===== src/rtl/display_bcd_seq.sv =====
// Sequential binary-to-BCD converter (double dabble, one bit per clock) driving
// active-low 7-segment displays with leading-zero blanking and overflow dashes.

module display_bcd_seg (
    input  logic [3:0] digit,
    input  logic       blank,
    input  logic       dash,
    output logic [6:0] seg
);
    always_comb begin
        seg = 7'b0111111;
        if (dash)
            seg = 7'b0111111;
        else if (blank)
            seg = 7'b1111111;
        else begin
            case (digit)
                4'd0:    seg = 7'b1000000;
                4'd1:    seg = 7'b1111001;
                4'd2:    seg = 7'b0100100;
                4'd3:    seg = 7'b0110000;
                4'd4:    seg = 7'b0011001;
                4'd5:    seg = 7'b0010010;
                4'd6:    seg = 7'b0000010;
                4'd7:    seg = 7'b1111000;
                4'd8:    seg = 7'b0000000;
                4'd9:    seg = 7'b0010000;
                default: seg = 7'b0111111;
            endcase
        end
    end
endmodule

module display_bcd_seq #(
    parameter int WIDTH    = 16,
    parameter int DIGITS   = 5,
    parameter int BLANK_LZ = 1
) (
    input  logic                  clk,
    input  logic                  rst,
    input  logic                  start,
    input  logic [WIDTH-1:0]      bin,
    output logic                  busy,
    output logic                  done,
    output logic                  ovf,
    output logic [4*DIGITS-1:0]   bcd,
    output logic [7*DIGITS-1:0]   hex
);
    localparam int BW   = 4 * DIGITS;
    localparam int SW   = BW + WIDTH;
    localparam int CW   = (WIDTH > 1) ? $clog2(WIDTH) : 1;
    localparam int CMPW = (WIDTH > BW + 4) ? WIDTH : BW + 4;

    // 10^DIGITS < 2^(4*DIGITS), so CMPW bits never wrap even for wide DIGITS
    function automatic logic [CMPW-1:0] max_val();
        logic [CMPW-1:0] p;
        p = CMPW'(1);
        for (int i = 0; i < DIGITS; i++)
            p = p * CMPW'(10);
        return p - CMPW'(1);
    endfunction

    function automatic logic [7*DIGITS-1:0] hex_rst();
        logic [7*DIGITS-1:0] h;
        h = '0;
        for (int i = 0; i < DIGITS; i++)
            h[7*i +: 7] = (i == 0 || BLANK_LZ == 0) ? 7'b1000000 : 7'b1111111;
        return h;
    endfunction

    localparam logic [CMPW-1:0]     MAXV    = max_val();
    localparam logic [7*DIGITS-1:0] HEX_RST = hex_rst();

    typedef enum logic [0:0] {IDLE, SHIFT} state_t;

    state_t              state;
    logic [SW-1:0]       sr;
    logic [SW-1:0]       sr_adj;
    logic [SW-1:0]       sr_nxt;
    logic [CW-1:0]       cnt;
    logic                ovf_pend;
    logic [BW-1:0]       bcd_fin;
    logic [7*DIGITS-1:0] hex_nxt;
    logic [DIGITS:1]     hi_zero;

    // add-3 correction on every BCD nibble, then a single left shift
    always_comb begin
        sr_adj = sr;
        for (int i = 0; i < DIGITS; i++) begin
            if (sr[WIDTH + 4*i +: 4] >= 4'd5)
                sr_adj[WIDTH + 4*i +: 4] = sr[WIDTH + 4*i +: 4] + 4'd3;
        end
        sr_nxt = {sr_adj[SW-2:0], 1'b0};
    end

    assign bcd_fin         = sr_nxt[SW-1 -: BW];
    assign hi_zero[DIGITS] = 1'b1;

    for (genvar i = 0; i < DIGITS; i++) begin : g_dig
        logic blank_i;
        if (i == 0) begin : g_units
            assign blank_i = 1'b0;
        end else begin : g_upper
            if (i < DIGITS - 1) begin : g_chain
                assign hi_zero[i] = hi_zero[i+1] & (bcd_fin[4*i +: 4] == 4'd0);
            end else begin : g_top
                assign hi_zero[i] = (bcd_fin[4*i +: 4] == 4'd0);
            end
            assign blank_i = (BLANK_LZ != 0) && hi_zero[i];
        end
        display_bcd_seg u_seg (
            .digit (bcd_fin[4*i +: 4]),
            .blank (blank_i),
            .dash  (ovf_pend),
            .seg   (hex_nxt[7*i +: 7])
        );
    end

    always_ff @(posedge clk) begin
        if (rst) begin
            state    <= IDLE;
            sr       <= '0;
            cnt      <= '0;
            ovf_pend <= 1'b0;
            busy     <= 1'b0;
            done     <= 1'b0;
            ovf      <= 1'b0;
            bcd      <= '0;
            hex      <= HEX_RST;
        end else begin
            done <= 1'b0;
            case (state)
                IDLE: begin
                    if (start) begin
                        sr       <= {{BW{1'b0}}, bin};
                        cnt      <= CW'(WIDTH - 1);
                        ovf_pend <= (CMPW'(bin) > MAXV);
                        busy     <= 1'b1;
                        state    <= SHIFT;
                    end
                end
                SHIFT: begin
                    sr <= sr_nxt;
                    if (cnt == '0) begin
                        bcd   <= bcd_fin;
                        hex   <= hex_nxt;
                        ovf   <= ovf_pend;
                        done  <= 1'b1;
                        busy  <= 1'b0;
                        state <= IDLE;
                    end else begin
                        cnt <= cnt - CW'(1);
                    end
                end
                default: state <= IDLE;
            endcase
        end
    end
endmodule

===== config.mk =====
export PLATFORM = sky130hd
export DESIGN_NAME = display_bcd_seq
export DESIGN_NICKNAME = d
export VERILOG_FILES = /design/src/rtl/display_bcd_seq.sv
export SDC_FILE = /design/constraint.sdc
export NUM_CORES = 1
export LEC_CHECK = 0
export ABC_AREA = 1
export ABC_CLOCK_PERIOD_IN_PS = 2450
export CAP_MARGIN = 20
export CORE_MARGIN = 10
export CORE_UTILIZATION = 45
export DETAILED_ROUTE_END_ITERATION = 8
export HOLD_SLACK_MARGIN = 0.08
export PLACE_DENSITY = 0.68
export SLEW_MARGIN = 40
export SYNTH_ARGS = -nofsm -noshare
export SYNTH_HDL_FRONTEND = slang
export SYNTH_SLANG_ARGS = --single-unit

===== constraint.sdc =====
create_clock -name clk -period 2.45 [get_ports clk]
set_input_delay 0.735 -clock clk [delete_from_list [all_inputs] [get_ports clk]]
set_output_delay 0.735 -clock clk [all_outputs]
set_load 0.005 [all_outputs]

### Yosys cells after proc, flatten, opt, wreduce, memory -nomap -nowiden

Memories as Yosys holds them, arrays and structs flattened. A register that Yosys moved wholly into a read port is not among the register bits.
Index checks and enable logic that the tools add are counted.

* register bits: 98
* memory bits (read-only): 560
* output and inout bits: 58
* logic and storage cells: 60
* memories kept: 5

* add/sub/neg operators: 6
* magnitude comparators: 5
* equality and inequality tests: 3
* muxes and demuxes: 21
* bitwise logic cells: 4
* reductions and logical operators: 9

Memories
* (name not given): words 16, width 7, read ports 1, clocked after Yosys merged registers in 1, write ports 0, line 17 `case (digit)`
* (name not given): words 16, width 7, read ports 1, clocked after Yosys merged registers in 0, write ports 0, line 17
* (name not given): words 16, width 7, read ports 1, clocked after Yosys merged registers in 0, write ports 0, line 17
* (name not given): words 16, width 7, read ports 1, clocked after Yosys merged registers in 0, write ports 0, line 17
* (name not given): words 16, width 7, read ports 1, clocked after Yosys merged registers in 0, write ports 0, line 17

Operators by type and width (count)
* $pmux 36 s2: 1
* $mux 36: 1
* $mux 7: 4
* $mux 4: 6
* $ge 4x3->1 const B: 5
* $logic_not 4->1: 5
* $add 4x2->4 const B: 4
* $pmux 4 s2: 1
* $reduce_and 2->1: 3
* $mux 1: 5
* $ne 2x2->1 const B: 2
* $pmux 1 s2: 2
* $sub 4x1->4 const B: 1
* $add 3x2->3 const B: 1
* $and 1x1->1: 3
* $mux 3: 1
* $ne 2x1->1 const B: 1
* $reduce_or 2->1: 1
* $not 1->1: 1

### Depth between registers and ports, before layout

* word-level depth: 7
* gate-level depth with buffers: 16

### Cells and area by module

A second synthesis with hierarchy kept.

* cell total of the unflattened synthesis: 684
* area, all modules: 5137.4 µm²

Modules (own cells, without submodules)
* display_bcd_seq: instances 1, cells each 514, area each 4155.2 µm², seq. area each 1961.9 µm²
* display_bcd_seg: instances 5, cells each 34, area each 196.4 µm², seq. area each 0.0 µm²

### Worst setup path before layout

No wires, ideal clock.

* path kind: flip-flop to flip-flop
* from: reg sr[16]
* to: reg hex[3]
* library setup time: 0.123 ns
* arrival time: 1.839 ns
* required time: 2.327 ns
* slack: 0.487 ns
* cell stages (with the launch flop): 12
* path buffers: 0
* clock period less this slack: 1.963 ns
* cells stage by stage: dfxtp_1 > inv_1 > ha_1 > inv_1 > nand2_1 > nand3_2 > xor2_2 > inv_1 > ha_1 > or2_1 > nand4_1 > nand3_1

* cells in the longest elaborated chain, start to end: 2
* elaborated cells between the ends (all ways): 3

RTL lines
* start: declaration: line 77 `logic [SW-1:0] sr;`
* start signal: assignment: line 135 `sr <= {{BW{1'b0}}, bin};`
* start signal: assignment: line 143 `sr <= sr_nxt;`
* $add 4x2->4 or $ge 4x3->1 (tied branches): line 91, 90
* $mux 4 *: line 90 `if (sr[WIDTH + 4*i +: 4] >= 4'd5)`
* named net bcd_fin[1]: line 82 `logic [BW-1:0] bcd_fin;`
* end: declaration: line 47 `output logic [7*DIGITS-1:0] hex`

The timed path passes the listed nets; every way through them passes the cells marked *.
A chain may end at the register's enable or synchronous reset.

### Worst setup path in the final report

* from: reg sr[32]
* to: reg hex[7]

* cells in the longest elaborated chain, start to end: 7
* elaborated cells between the ends (all ways): 8

RTL lines
* $ge 4x3->1 or $add 3x2->3 (tied branches): line 90, 91
* $mux 3 *: line 90
* $logic_not 4->1 *: line 107 `assign hi_zero[i] = (bcd_fin[4*i +: 4] == 4'd0);`
* $and 1x1->1 * (3 in series): line 105 `assign hi_zero[i] = hi_zero[i+1] & (bcd_fin[4*i +: 4] == 4'd0);`
* $mux 7 *: line 14 `else if (blank)`
* end signal: assignment: line 146 `hex <= hex_nxt;`

Every way passes the cells marked *; elsewhere a longest branch is shown, timed or not.

==> summary.md <==
| Metric | Value |
|---|---|
| Outcome | `finished clean` |
| Die Ht | `126.3 um` |
| Root Driver | `clkbuf_16` |
| Post-Place Setup Slack | `0.1290 ns` |
| Final Hold Fails | `0` |
| Leakage power | `2.958 nW` |
| Full die area | `15950 sq um` |
| Yosys warnings | `0` |
| Reg-to-Reg Start | `sr[32]` |
| Min Clock Period, post-route | `2.217 ns` |
| GRT Total Usage | `0.1509` |
| Syn avg cell area | `7.041 sq um` |
| PD cells | `525.0 nW/um^2` |
| Number of antenna diodes | `0` |
| DRT iter0 DRCs | `329` |
| Max Root-Sink Buffers | `2` |
| Post-route ant nets | `0` |
| Sinks on Clock Net | `98` |
| Fmax | `451.1 MHz` |
| Num CTS Buffers | `9` |
| Tcrit/Tclk final | `0.9048` |
| Drt via density | `4.894` |
| Seq cells post-synth | `98` |
| FFs w/ async S/R, synth | `0` |
| DRC viols | `0` |
| Final wirelength | `12250 um` |
| Crit Path Class | `reg -> reg` |
| Post-CTS setup buffer count | `0` |
| Delay-heaviest family, CP | `simple AND/OR/NAND/NOR gates` |
| Largest fanout on the critical path | `7` |
| Worst-margin pin slew | `0.7604 ns` |
| Final core utilization | `0.5777` |
| Netlist cell types | `38` |
| Reg clk slew, reported paths | `0.07 ns` |
| Initial antenna violation count | `0` |
| First drt pass iteration count | `5` |
| Final Hold Slack | `0.4596 ns` |
| Layout Nets | `848` |
| CP required | `2.73 ns` |
| Vias in the first global route | `4392` |
| Worst reg-to-reg path cell count | `13` |
| Routability Congestion | `0.9146` |
| Slowest CP cell | `dfxtp_1` |
| CTS H-tree depth | `3` |
| Synth Flop Type | `dfxtp_1` |
| Hpwl dp | `9355 um` |
| CTS Hold Bufs | `0` |
| Buf/Inv on CP | `3` |
| Core ar. | `10940 sq um` |
| Post-Syn Nets | `771` |
| Final Setup Violations | `0` |
| Worst path arrival time | `2.50 ns` |
| Netlist Area Pre-Place | `5084 sq um` |
| Clk_skew | `0.008419 ns` |
| Setup TNS Final | `0 ns` |
| Total congestion overflow | `0` |
| Critical Path Source | `sr[32]` |
| Setup crit end kind | `register` |
| Critical Path Start Type | `register` |
| Clk Latency, worst-skew pair | `0.35 ns` |
| Slack of the critical path | `0.2334 ns` |
| Worst vdd rail ir drop | `0.3327 mV` |
| WL per Instance | `12.98 um` |
| Rows | `38` |
| CP max stage delay | `0.36 ns` |
| MaxCap Viol Count | `0` |
| Hold Path Stages | `2` |
| EDFF count, synth | `0` |
| HP Class | `reg -> reg` |
| Die width | `126.3 um` |
| First-pass GRT wire length | `20560 um` |
| RSZ-0062 raised after global routing | `no` |
| DR vias | `4620` |
| PostCTS Resize Cnt | `0` |
| Max-slew violation count | `0` |
| Layout cell share with drive strength beyond 1 | `0.1032` |
| Port bufs | `75` |
| Post-Syn Instances | `722` |
| Hold wc startpoint | `bcd[4]` |
| Area growth from synthesis to layout | `24.27%` |
| Starting Density | `0.4649` |
| Sequential area share after synthesis | `0.3859` |
| Largest net degree at the start of global routing | `31` |
| CP Depth | `13` |
| Top Ports | `77` |
| CTS tree | `yes` |
| Cell chain of the critical path | `inv_1 > ha_1 > inv_1 > nand2_1 > nand3_2 > xor2_2 > ha_1 > nand3_1 > inv_2 > nand3_4 > nor2_2 > nor2_1 > nor2_1` |
| Rel. slew slack | `0.4925` |
==> through the flow <==
step                power, mW  instances  area, sq um
global placement        1.950        928         6021
global route            3.439        944         6317
floorplan               1.851        722         5084
finish                  3.317        944         6317
detailed placement      1.957        928         6021
CTS                     3.358        944         6317
==> placed cells by master (no fill, tap or decap), types with 2 or more instances in the layout <==
cell type | synthesis | routed
xor2_1 | 2 | 2
clkinvlp_4 | 0 | 5
xor2_2 | 2 | 2
dfxtp_1 | 98 | 98
nand3_2 | 10 | 10
inv_2 | 6 | 6
buf_4 | 1 | 13
clkdlybuf4s50_1 | 0 | 75
nor2_1 | 72 | 72
nand3_1 | 38 | 38
nor2_4 | 3 | 3
o21bai_1 | 3 | 3
a22oi_1 | 9 | 9
o211ai_1 | 4 | 4
clkbuf_16 | 0 | 9
a31oi_1 | 4 | 4
inv_1 | 84 | 84
nand2_1 | 205 | 205
nand4_1 | 10 | 10
or2_2 | 7 | 7
nand2_4 | 2 | 2
nor2_2 | 4 | 4
o21ai_1 | 6 | 6
nand2_2 | 16 | 16
ha_1 | 30 | 30
a21oi_1 | 41 | 41
o21ai_0 | 33 | 33
==> worst paths after layout <==
kind	slack, ns	endpoint
worst min-delay path	0.46	bcd[4]
worst max register to register	0.23	hex[7]
worst max-delay path	0.23	hex[7]
worst min register to register	0.46	bcd[4]
==> synth_stat cells (2+ instances only) <==
| library cell | number | area share |
|---|---|---|
| o21bai_1 | 3 | 0.0044 |
| or2_2 | 7 | 0.0086 |
| nand2_4 | 2 | 0.0044 |
| ha_1 | 30 | 0.074 |
| nor2_1 | 72 | 0.053 |
| clkbuf_1 | 8 | 0.0059 |
| a22oi_1 | 9 | 0.013 |
| inv_1 | 84 | 0.062 |
| nor2_4 | 3 | 0.0066 |
| inv_2 | 6 | 0.0044 |
| nand2_1 | 205 | 0.15 |
| nand3_2 | 10 | 0.020 |
| o21ai_0 | 33 | 0.032 |
| o211ai_1 | 4 | 0.0059 |
| xor2_2 | 2 | 0.0064 |
| a31oi_1 | 4 | 0.0049 |
| nand3_1 | 38 | 0.037 |
| o21ai_1 | 6 | 0.0059 |
| dfxtp_1 | 98 | 0.39 |
| buf_1 | 6 | 0.0044 |
| nor2_2 | 4 | 0.0049 |
| nand2_2 | 16 | 0.020 |
| nand4_1 | 10 | 0.012 |
| buf_2 | 7 | 0.0069 |
| xor2_1 | 2 | 0.0034 |
| a21oi_1 | 41 | 0.040 |
==> cells by family after synthesis <==
family,count (synthesis),share of synthesized area
AOI/OAI and AO/OA,103,0.1122
xor gates and xnor gates,4,0.009845
adders and majority gates,30,0.07384
other,1,0.0007377
buffers and inverters,113,0.08737
and+or+nand+nor,373,0.3301
DFF,98,0.3859
==> routing by layer <==
layer | wire length (um) | track usage | part of all wire | vias to the layer above
li1 | - | - | - | 2433
met1 | 5658 | 0.1824 | 0.46 | 2072
met2 | 5674 | 0.2476 | 0.46 | 100
met3 | 723 | 0.04279 | 0.059 | 15
met4 | 197 | 0.05894 | 0.016 | 0
met5 | 0 | 0 | 0 | -
==> worst register-to-register path, cell delays in order, from the launching register on <==
cell     delay, ns
dfxtp_1       0.36
inv_1         0.10
ha_1          0.22
inv_1         0.05
nand2_1       0.09
nand3_2       0.11
xor2_2        0.31
ha_1          0.24
nand3_1       0.12
inv_2         0.14
nand3_4       0.14
nor2_2        0.14
nor2_1        0.05
nor2_1        0.09
==> sequential cells by signal, indices dropped and copies added, names as in the netlist <==
name / flops
bcd: 20
done: 1
busy: 1
state: 1
hex: 35
cnt: 4
sr: 36
==> final cells by class <==
type	instances	area, sq um
tap	140	175.2
sequential	98	1962
multi-input combinational	511	2678
clock buffer	10	229.0
timing repair buffer	89	868.3
inverter	90	337.8
clock inverter	6	67.56
fill	1068	4618
==> where the power goes <==
part,switching [mW],internal (mW),leakage (nW),total [mW]
combinational,0.160,0.106,2.04,0.266
clock,0.609,0.791,0.127,1.40
sequential,0.0225,1.63,0.795,1.65
No activity file was read; power rests on OpenSTA's default activity.
